## src/rtl/prime_stream.sv

```systemverilog
// Sieve of Eratosthenes over a single-port composite bitmap, streaming primes <= limit in ascending order.
// Latency: limit+4 cycles minimum to first beat; backpressure: a beat holds in EMIT until m_ready, one beat per 2 cycles max.
module prime_stream #(
    parameter int W     = 8,
    parameter int N_MAX = 255
) (
    input  logic         clk,
    input  logic         rst,
    input  logic         start,
    input  logic [W-1:0] limit,
    output logic         busy,
    output logic         m_valid,
    input  logic         m_ready,
    output logic [W-1:0] m_data,
    output logic         done,
    output logic [W-1:0] count
);

    localparam logic [2:0] S_IDLE  = 3'd0;
    localparam logic [2:0] S_INIT  = 3'd1;
    localparam logic [2:0] S_OUTER = 3'd2;
    localparam logic [2:0] S_INNER = 3'd3;
    localparam logic [2:0] S_SCAN  = 3'd4;
    localparam logic [2:0] S_EMIT  = 3'd5;
    localparam logic [2:0] S_DONE  = 3'd6;

    logic [2:0]     state_q, state_d;
    logic [W-1:0]   limit_q, limit_d;
    logic [W:0]     i_q, i_d;
    logic [W:0]     j_q, j_d;
    logic [W:0]     k_q, k_d;
    logic [W-1:0]   m_data_q, m_data_d;
    logic [W-1:0]   count_q, count_d;

    logic           comp_q [0:N_MAX];
    logic           wr_en;
    logic [W-1:0]   wr_addr;
    logic           wr_val;
    logic [W-1:0]   rd_addr;
    logic           comp_rd;

    logic [W:0]     limit_ext;
    logic [2*W+1:0] sq;
    logic [W:0]     j_next;

    assign limit_ext = {1'b0, limit_q};
    assign sq        = i_q * i_q;
    assign j_next    = j_q + i_q;

    // OUTER reads comp[i], SCAN reads comp[k]; both only when the index is <= limit
    assign rd_addr = (state_q == S_OUTER) ? i_q[W-1:0] : k_q[W-1:0];
    assign comp_rd = comp_q[rd_addr];

    always_comb begin
        state_d  = state_q;
        limit_d  = limit_q;
        i_d      = i_q;
        j_d      = j_q;
        k_d      = k_q;
        m_data_d = m_data_q;
        count_d  = count_q;
        wr_en    = 1'b0;
        wr_addr  = k_q[W-1:0];
        wr_val   = 1'b0;
        case (state_q)
            S_IDLE: begin
                if (start) begin
                    limit_d = limit;
                    count_d = '0;
                    k_d     = '0;
                    state_d = S_INIT;
                end
            end
            S_INIT: begin
                // k doubles as the clear index here; SCAN re-seeds it to 2
                wr_en   = 1'b1;
                wr_addr = k_q[W-1:0];
                wr_val  = 1'b0;
                if (k_q == limit_ext) begin
                    i_d     = (W+1)'(2);
                    state_d = S_OUTER;
                end else begin
                    k_d = k_q + 1'b1;
                end
            end
            S_OUTER: begin
                if (sq > {{(W+2){1'b0}}, limit_q}) begin
                    k_d     = (W+1)'(2);
                    state_d = S_SCAN;
                end else if (comp_rd) begin
                    i_d = i_q + 1'b1;
                end else begin
                    j_d     = sq[W:0];
                    state_d = S_INNER;
                end
            end
            S_INNER: begin
                wr_en   = 1'b1;
                wr_addr = j_q[W-1:0];
                wr_val  = 1'b1;
                if (j_next > limit_ext) begin
                    i_d     = i_q + 1'b1;
                    state_d = S_OUTER;
                end else begin
                    j_d = j_next;
                end
            end
            S_SCAN: begin
                if (k_q > limit_ext) begin
                    state_d = S_DONE;
                end else if (!comp_rd) begin
                    m_data_d = k_q[W-1:0];
                    state_d  = S_EMIT;
                end else begin
                    k_d = k_q + 1'b1;
                end
            end
            S_EMIT: begin
                if (m_ready) begin
                    count_d = count_q + 1'b1;
                    k_d     = k_q + 1'b1;
                    state_d = S_SCAN;
                end
            end
            S_DONE:  state_d = S_IDLE;
            default: state_d = S_IDLE;
        endcase
    end

    always_ff @(posedge clk) begin
        if (rst) begin
            state_q  <= S_IDLE;
            limit_q  <= '0;
            i_q      <= '0;
            j_q      <= '0;
            k_q      <= '0;
            m_data_q <= '0;
            count_q  <= '0;
        end else begin
            state_q  <= state_d;
            limit_q  <= limit_d;
            i_q      <= i_d;
            j_q      <= j_d;
            k_q      <= k_d;
            m_data_q <= m_data_d;
            count_q  <= count_d;
        end
    end

    // Bitmap is deliberately left out of reset; INIT clears the span a run uses
    always_ff @(posedge clk) begin
        if (wr_en) comp_q[wr_addr] <= wr_val;
    end

    assign busy    = (state_q != S_IDLE);
    assign m_valid = (state_q == S_EMIT);
    assign done    = (state_q == S_DONE);
    assign m_data  = m_data_q;
    assign count   = count_q;

endmodule
```

## config.mk

```make
export PLATFORM = sky130hd
export DESIGN_NAME = prime_stream
export DESIGN_NICKNAME = d
export VERILOG_FILES = /design/src/rtl/prime_stream.sv
export SDC_FILE = /design/constraint.sdc
export NUM_CORES = 1
export LEC_CHECK = 0
export BUFFER_PORTS_ARGS = -buffer_cell sky130_fd_sc_hd__buf_2
export CORE_MARGIN = 2
export CORE_UTILIZATION = 42
export CTS_CLUSTER_DIAMETER = 150
export DETAILED_ROUTE_END_ITERATION = 8
export GPL_TIMING_DRIVEN = 1
export SLEW_MARGIN = 20
export SYNTH_ARGS = -nofsm -noshare
export SYNTH_HDL_FRONTEND = slang
export SYNTH_SLANG_ARGS = --single-unit
```

## constraint.sdc

```tcl
create_clock -name clk -period 8.4 [get_ports clk]
set_clock_uncertainty 0.1 [all_clocks]
set_input_delay 0.84 -clock clk [delete_from_list [all_inputs] [get_ports clk]]
set_output_delay 0.84 -clock clk [all_outputs]
set_load 0.02 [all_outputs]
```

==> metrics.md, run 1 <==
| Metric | Value |
|---|---|
| Fillers | `roughly 4,200` |
| Routed vias | `about 15,000` |
| Max stage delay on crit path | `0.64 ns` |
| Worst-case clock buffer depth | `3` |
| ANT nets after route | `0` |
| Measured slew at the worst slew-check pin | `1.083 ns` |
| Initial antenna violation count | `0` |
| Layout Nets | `just under 2,000` |
| TritonCTS clock tree | `built` |
| WP depth | `21` |
| Post-synth top area share | `just over 40%` |
| Bufs and invs on worst path | `5` |
| Most frequent cell after synthesis | `nor2_1` |
| Worst flop-to-flop path startpoint | `i_q[6]` |
| Die Wd | `215.3 microns` |
| Synth area leaders | `edfxtp_1 (41%), nor2_1 (6.6%), dfxtp_1 (5.8%)` |
| M3 GR Usage | `3.638%` |
| Vias in the first global route | `~14,000` |
| Grt met2 use | `39.18%` |
| Total wire length | `56,550 microns` |
| DRC | `0` |
| Die Y | `215.3 microns` |
| Synth-to-Final Area Change | `9.218%` |
| Layout Cells excl Fill | `2,456` |
| P per Cell Area | `roughly 240 nW/um^2` |
| Ant. Diodes | `0` |
| Post-Syn Nets | `1,975` |
| Final WS setup | `1.747 ns` |
| CP endpoint kind | `flop` |
| Final Hold Viols | `0` |
| Met1 usage | `33.66%` |
| Crit-path max FO | `14` |
| Placer Congestion | `0.8740` |
| Mapped Cells | `1,859` |
| # IOs | `31` |
| Critical Path Start | `i_q[6]` |
| CP Data Required Time | `8.75 ns` |
| CP Class | `flop to flop` |
| Max cap viols | `0` |
| Post-synth cell types | `92` |
| Ys Warns | `0` |
| R2R depth | `21` |
| Max-slew violation count | `0` |
| Hold-fix buffers, CTS | `0` |
| Routed wire per std cell | `23.02 microns` |
| Main flop type after synthesis | `edfxtp_1` |
| Post-synth ARST share | `0%` |
| Max IR drop VDD | `between 0.1 and 0.15 mV` |
| FF-to-FF End | `j_q[2]` |
| Seq cells post-synth | `310` |
| GRT Max-Usage Layer | `met2` |
| Fmax | `150.3 MHz` |
| Power, Total | `4.982 mW` |
| Layout cells sized above 1 | `roughly a tenth` |
| Leakage | `7.443 nW` |
| Worst-path clk slew | `0.06 ns` |
| Setup-failing EPs final | `0` |
| CP Capture Point | `j_q[2]` |
| Fin crit share | `79.20%` |
| Drt pass-1 iters | `6` |
| Max_slew headroom | `27.58%` |
| Final period demand of the worst path | `6.653 ns` |
| # H-tree levels | `2` |
| Grt total ovfl | `0` |
| Port bufs | `30` |
| CTS resizes | `0` |
| Most frequent CP cell | `inv_1` |
| Setup WS pre-CTS | `between 1.5 and 2 ns` |
| RSZ-0062 raised after global routing | `false` |
| Largest net degree at the start of global routing | `176` |
| Number of flops mapped to enable cells by yosys | `256` |
| Placed cell count | `roughly 2,400` |
| Startpoint types | `flop` |
| Vias per cell | `6.012` |
| GRT Total Usage | `24.36%` |
| Slowest cell on crit path | `dfxtp_1` |
| Standard-cell rows | `77` |
| Sequential area share after synthesis | `approximately 47%` |
| Sink Count | `310` |
| Area leader, netlist | `edfxtp_1` |
| Worst path cell trace | `inv_1 > nor2_1 > inv_1 > fa_1 > inv_1 > fa_1 > inv_1 > fa_1 > fa_1 > inv_1 > ha_1 > o21ai_0 > o21bai_1 > a211oi_1 > or3b_2 > a22oi_1 > nand4_1 > nor2_1 > a21boi_4 > nor2_2 > o41ai_2` |
| Number of buffers created by CTS | `36` |
| Die area | `roughly 46,000 sq um` |
| Status | `finished, final reports clean` |
| Most frequent cells after synthesis | `nor2_1 (329), edfxtp_1 (256), nand2_1 (193), inv_1 (114), mux2i_1 (89)` |
| CTS root buf | `clkbuf_16` |
| First-pass GRT wire length | `86,380 microns` |
| R2r setup slk | `1.75 ns` |
| Initial Util | `42.51%` |
| Hold Path Class | `flop to flop` |
| Core Region | `44,120 sq um` |
| Worst EP arrival | `7.00 ns` |
| Worst-Skew Late Latency | `0.57 ns` |
| Top cell family by delay on the critical path | `adder cells` |
| Total negative slack | `0 ns` |
| Dpl hpwl | `37,310 microns` |
| Mapped Avg Cell Area | `10.09 sq um` |
| Cell area after synthesis | `approximately 19,000 sq um` |
| Post-CTS Setup Bufs | `0` |
| Drt first-iter violations | `1,673` |
-- logic make-up after synthesis --
| group | after synthesis | share of synthesized area [%] |
|---|---|---|
| XOR/XNOR | 27 | 1.261 |
| AO/OA/AOI/OAI | 312 | 12.15 |
| adder cells (fa/ha/maj) | 104 | 8.338 |
| multiplexers | 128 | 8.545 |
| flip-flops | 310 | 46.74 |
| buffers and inverters | 236 | 5.363 |
| AND/OR/NAND/NOR | 742 | 17.60 |
-- registers in the layout (all words and copies together) (netlist names) --
name,count
comp_q,256
i_q,9
j_q,9
k_q,9
count,8
limit_q,8
m_data,8
state_q,3
-- layer usage --
layer | wire, microns | up-vias
li1 | - | 6666
met1 | 24360 | 7382
met2 | 26170 | 607
met3 | 4355 | 110
met4 | 1663 | 0
met5 | 0 | -
-- through the flow --
stage                     util, %  instance area, sq um  hold slack (ns)
after global routing        46.43                 20490           0.3804
after global placement      43.88                 19360           0.3487
after detailed placement    43.90                 19370           0.3528
final                       46.43                 20490           0.3592
after floorplan                 -                 18760           0.3363
after CTS                   46.42                 20480           0.3596
-- layout make-up --
| type | count | area [sq um] | share of cell area [%] |
|---|---|---|---|
| inverter | 116 | 442.9 | 2.162 |
| sequential | 310 | 8772 | 42.82 |
| timing repair buffer | 60 | 375.4 | 1.832 |
| clock buffer | 47 | 973.4 | 4.751 |
| clock inverter | 18 | 141.4 | 0.6901 |
| multi-input combinational | 1313 | 9041 | 44.13 |
| tap | 592 | 740.7 | 3.615 |
-- worst min-delay path, stage by stage (launching register included) --
cell and delay, ns:
dfxtp_1 0.31, nand2_1 0.05, a21oi_1 0.05
-- worst min-delay path by stage --
stage	start	depth (start not counted)	to
after detailed placement	limit_q[1]	2	limit_q[1]
final	limit_q[1]	2	limit_q[1]
after CTS	limit_q[1]	2	limit_q[1]
after floorplan	limit_q[1]	2	limit_q[1]
after global placement	limit_q[7]	2	limit_q[7]
after global routing	limit_q[2]	2	limit_q[2]
-- placed cells by master, fill, tap and decap left out, types with 13 or more instances in the layout --
cell / instances
a31oi_1: 19
fa_1: 35
nand3_1: 63
nor2_1: 329
buf_2: 30
a211oi_1: 45
o21ai_0: 35
edfxtp_1: 256
nand4_1: 21
xnor2_1: 13
dfxtp_1: 51
and2_1: 18
ha_1: 69
xor2_1: 14
a311oi_1: 20
inv_1: 113
clkbuf_16: 37
nor3_1: 34
nand2_1: 193
mux2i_1: 88
o31ai_1: 13
mux4_2: 24
buf_4: 30
a21oi_1: 61
mux2_2: 14
-- report_power, final --
group          switching [mW]  internal (mW)  total [mW]
clock                   0.648          0.853        1.50
sequential              0.102           1.75        1.85
combinational            1.06          0.563        1.63
(Power assumes the default switching activity.)
==> run 2: changes to the inputs <==
--- a/config.mk
+++ b/config.mk
@@ -5,6 +5,7 @@
 export SDC_FILE = /design/constraint.sdc
 export NUM_CORES = 1
 export LEC_CHECK = 0
+export ABC_AREA = 1
 export BUFFER_PORTS_ARGS = -buffer_cell sky130_fd_sc_hd__buf_2
 export CORE_MARGIN = 2
 export CORE_UTILIZATION = 42
==> constraint.sdc (replaced) <==
create_clock -name clk -period 5.6 [get_ports clk]
set_clock_uncertainty 0.1 [all_clocks]
set_input_delay 0.56 -clock clk [delete_from_list [all_inputs] [get_ports clk]]
set_output_delay 0.56 -clock clk [all_outputs]
set_load 0.02 [all_outputs]
==> metrics.md, run 2 <==
| Metric | Value |
|---|---|
| TritonCTS clock tree | `built (unchanged)` |
| Max IR drop VDD | `0.2590 mV (was 0.1340 mV)` |
| Die Wd | `213.0 microns (was 215.3 microns)` |
| Worst-Skew Late Latency | `0.55 ns (was 0.57 ns)` |
| Initial Util | `42.59% (was 42.51%)` |
| CP Class | `flop to flop (unchanged)` |
| Cell area after synthesis | `18,350 sq um (was 18,760 sq um)` |
| GRT Total Usage | `21.88% (was 24.36%)` |
| Seq cells post-synth | `310 (unchanged)` |
| Ant. Diodes | `0 (unchanged)` |
| Main flop type after synthesis | `edfxtp_1 (unchanged)` |
| Setup-failing EPs final | `0 (unchanged)` |
| Standard-cell rows | `76 (was 77)` |
| Leakage | `8.964 nW (was 7.443 nW)` |
| Most frequent cells after synthesis | `nand2_1 (526), nor2_1 (388), inv_1 (373), nand3_1 (280), edfxtp_1 (256) (was nor2_1 (329), edfxtp_1 (256), nand2_1 (193), inv_1 (114), mux2i_1 (89))` |
| Post-synth top area share | `41.90% (was 40.98%)` |
| Commonest non-fill, non-tap cells in the layout | `nand2_1 (526), nor2_1 (386), inv_1 (373) (was nor2_1 (329), edfxtp_1 (256), nand2_1 (193))` |
| Max_slew headroom | `25.78% (was 27.58%)` |
| Ys Warns | `0 (unchanged)` |
| Vias per cell | `5.091 (was 6.012)` |
| Sequential area share after synthesis | `47.80% (was 46.74%)` |
| Final Hold Viols | `0 (unchanged)` |
| Most frequent cell after synthesis | `nand2_1 (was nor2_1)` |
| Drt first-iter violations | `1,219 (was 1,673)` |
| Drt pass-1 iters | `5 (was 6)` |
| Initial antenna violation count | `0 (unchanged)` |
| # IOs | `31 (unchanged)` |
| Mapped Avg Cell Area | `8.032 sq um (was 10.09 sq um)` |
| Total wire length | `48,890 microns (was 56,550 microns)` |
| WHS | `0.1928 ns (was 0.3592 ns)` |
| Fmax | `188.1 MHz (was 150.3 MHz)` |
| Max cap viols | `0 (unchanged)` |
| # H-tree levels | `2 (unchanged)` |
| Post-Syn Nets | `2,400 (was 1,975)` |
| Post-synth ARST share | `0% (unchanged)` |
| Register name with the most flops | `comp_q (unchanged)` |
| CTS root buf | `clkbuf_16 (unchanged)` |
| Startpoint types | `flop (unchanged)` |
| Layout Nets | `2,392 (was 1,953)` |
| Area leader, netlist | `edfxtp_1 (unchanged)` |
| Routed vias | `14,703 (was 14,765)` |
| Largest net degree at the start of global routing | `267 (was 176)` |
| Number of flops mapped to enable cells by yosys | `256 (unchanged)` |
| CP Data Required Time | `5.91 ns (was 8.75 ns)` |
| Fin crit share | `94.93% (was 79.20%)` |
| Measured slew at the worst slew-check pin | `1.113 ns (was 1.083 ns)` |
| First-pass GRT wire length | `76,670 microns (was 86,380 microns)` |
| Synth area leaders | `edfxtp_1 (42%), nand2_1 (11%), nor2_1 (7.9%) (was edfxtp_1 (41%), nor2_1 (6.6%), dfxtp_1 (5.8%))` |
| Hold-fix buffers, CTS | `0 (unchanged)` |
| Sink Count | `310 (unchanged)` |
| Mapped Cells | `2,284 (was 1,859)` |
| Number of buffers created by CTS | `36 (unchanged)` |
| Max-slew violation count | `0 (unchanged)` |
| Vias in the first global route | `14,131 (was 14,314)` |
| Hold Path Class | `primary input to flop (was flop to flop)` |
| Synth-to-Final Area Change | `9.324% (was 9.218%)` |
| Worst-path clk slew | `0.06 ns (about the same)` |
| Die Y | `213.0 microns (was 215.3 microns)` |
| Worst-case clock buffer depth | `3 (unchanged)` |
| Total negative slack | `0 ns (unchanged)` |
| Grt total ovfl | `0 (unchanged)` |
| Worst EP arrival | `5.63 ns (was 7.00 ns)` |
| CP endpoint kind | `flop (unchanged)` |
| Post-synth cell types | `46 (was 92)` |
| Largest register FFs | `256 (unchanged)` |
| ANT nets after route | `0 (unchanged)` |
| Final period demand of the worst path | `5.316 ns (was 6.653 ns)` |
| Fillers | `4,252 (was 4,163)` |
| Layout cells sized above 1 | `6.209% (was 10.41%)` |
| Port bufs | `30 (unchanged)` |
| Placer Congestion | `0.8917 (was 0.8740)` |
| Die area | `45,370 sq um (was 46,370 sq um)` |
| Status | `finished, final reports clean (unchanged)` |
| DRC | `0 (unchanged)` |
| RSZ-0062 raised after global routing | `false (unchanged)` |
| Routed wire per std cell | `16.93 microns (was 23.02 microns)` |
| Dpl hpwl | `30,600 microns (was 37,310 microns)` |
| Crit-path max FO | `18 (was 14)` |
| Commonest non-fill, non-tap cell in the layout | `nand2_1 (was nor2_1)` |
| Core Region | `43,080 sq um (was 44,120 sq um)` |
| P per Cell Area | `448.7 nW/um^2 (was 243.2 nW/um^2)` |
-- run 2: layer usage --
metal	share of wire (%)	global-route usage [%]	wire [microns]
met1	43	29.00	20910
met2	47	36.45	23210
met3	7.1	3.633	3455
met4	2.7	7.258	1317
met5	0	0	0
-- run 2: timing repair --
action                     in CTS  in global routing
gates resized for setup         0                 16
setup buffers                   0                  0
setup endpoints to repair       0                 26
-- run 2: power by group --
group	internal, mW	switching, mW	leakage (nW)
clock network	1.21	0.975	0.520
logic	1.19	2.81	5.63
registers	2.68	0.133	2.81
-- run 2: final timing paths --
check | endpoint | slack (ns) | cells past startpoint | start
setup / recovery | k_q[5] | 0.28 | 27 | i_q[7]
hold reg to reg | count[7] | 0.35 | 1 | count[7]
hold / removal | limit_q[0] | 0.19 | 3 | limit[0]
setup reg to reg | k_q[5] | 0.28 | 27 | i_q[7]
-- run 2: cell type report --
| cell class | instances | area, sq um | share of cell area [%] |
|---|---|---|---|
| clock inverters | 17 | 108.9 | 0.5428 |
| well taps | 585 | 732.0 | 3.650 |
| multi-input cells | 1492 | 7664 | 38.21 |
| inverters | 379 | 1423 | 7.093 |
| repair buffers | 57 | 390.4 | 1.946 |
| clock buffers | 48 | 955.9 | 4.766 |
| flip-flops and latches | 310 | 8782 | 43.79 |
-- run 2: critical path, stage by stage, from the launching register on --
cell and delay, ns:
dfxtp_1 0.34, buf_4 0.18, nand2_1 0.12, inv_1 0.05, ha_1 0.32, xor2_1 0.18, fa_1 0.49, inv_1 0.05
fa_1 0.49, inv_1 0.07, fa_1 0.49, inv_1 0.05, ha_1 0.33, a21oi_2 0.18, o21ai_1 0.10, nand2_1 0.07
nand3_1 0.15, nand2_1 0.10, inv_1 0.05, o21ai_0 0.16, nand3_1 0.11, nor2_2 0.13, nand4_1 0.23, nand3_1 0.15
clkinv_1 0.06, buf_4 0.19, a21oi_1 0.18, nor2_1 0.07
-- run 2: cells by family after synthesis --
logic type / synth area share (%)
simple gates: 27.90
buf+inv: 10.62
flops: 47.80
compound gates: 3.867
fa+ha+maj: 8.525
xor+xnor: 1.241
mux: 0.05456
-- run 2: through the flow --
step	cells	setup slack (ns)	instance area [sq um]	total power, mW	util (%)
after floorplan	2284	0.3408	18350	5.739	-
after global placement	2823	0.2958	18960	6.739	44.01
after detailed placement	2823	0.2037	18960	6.797	44.01
after CTS	2888	0.1531	20020	8.991	46.48
after global routing	2888	0.01024	20060	9.578	46.56
final	2888	0.2838	20060	8.999	46.56
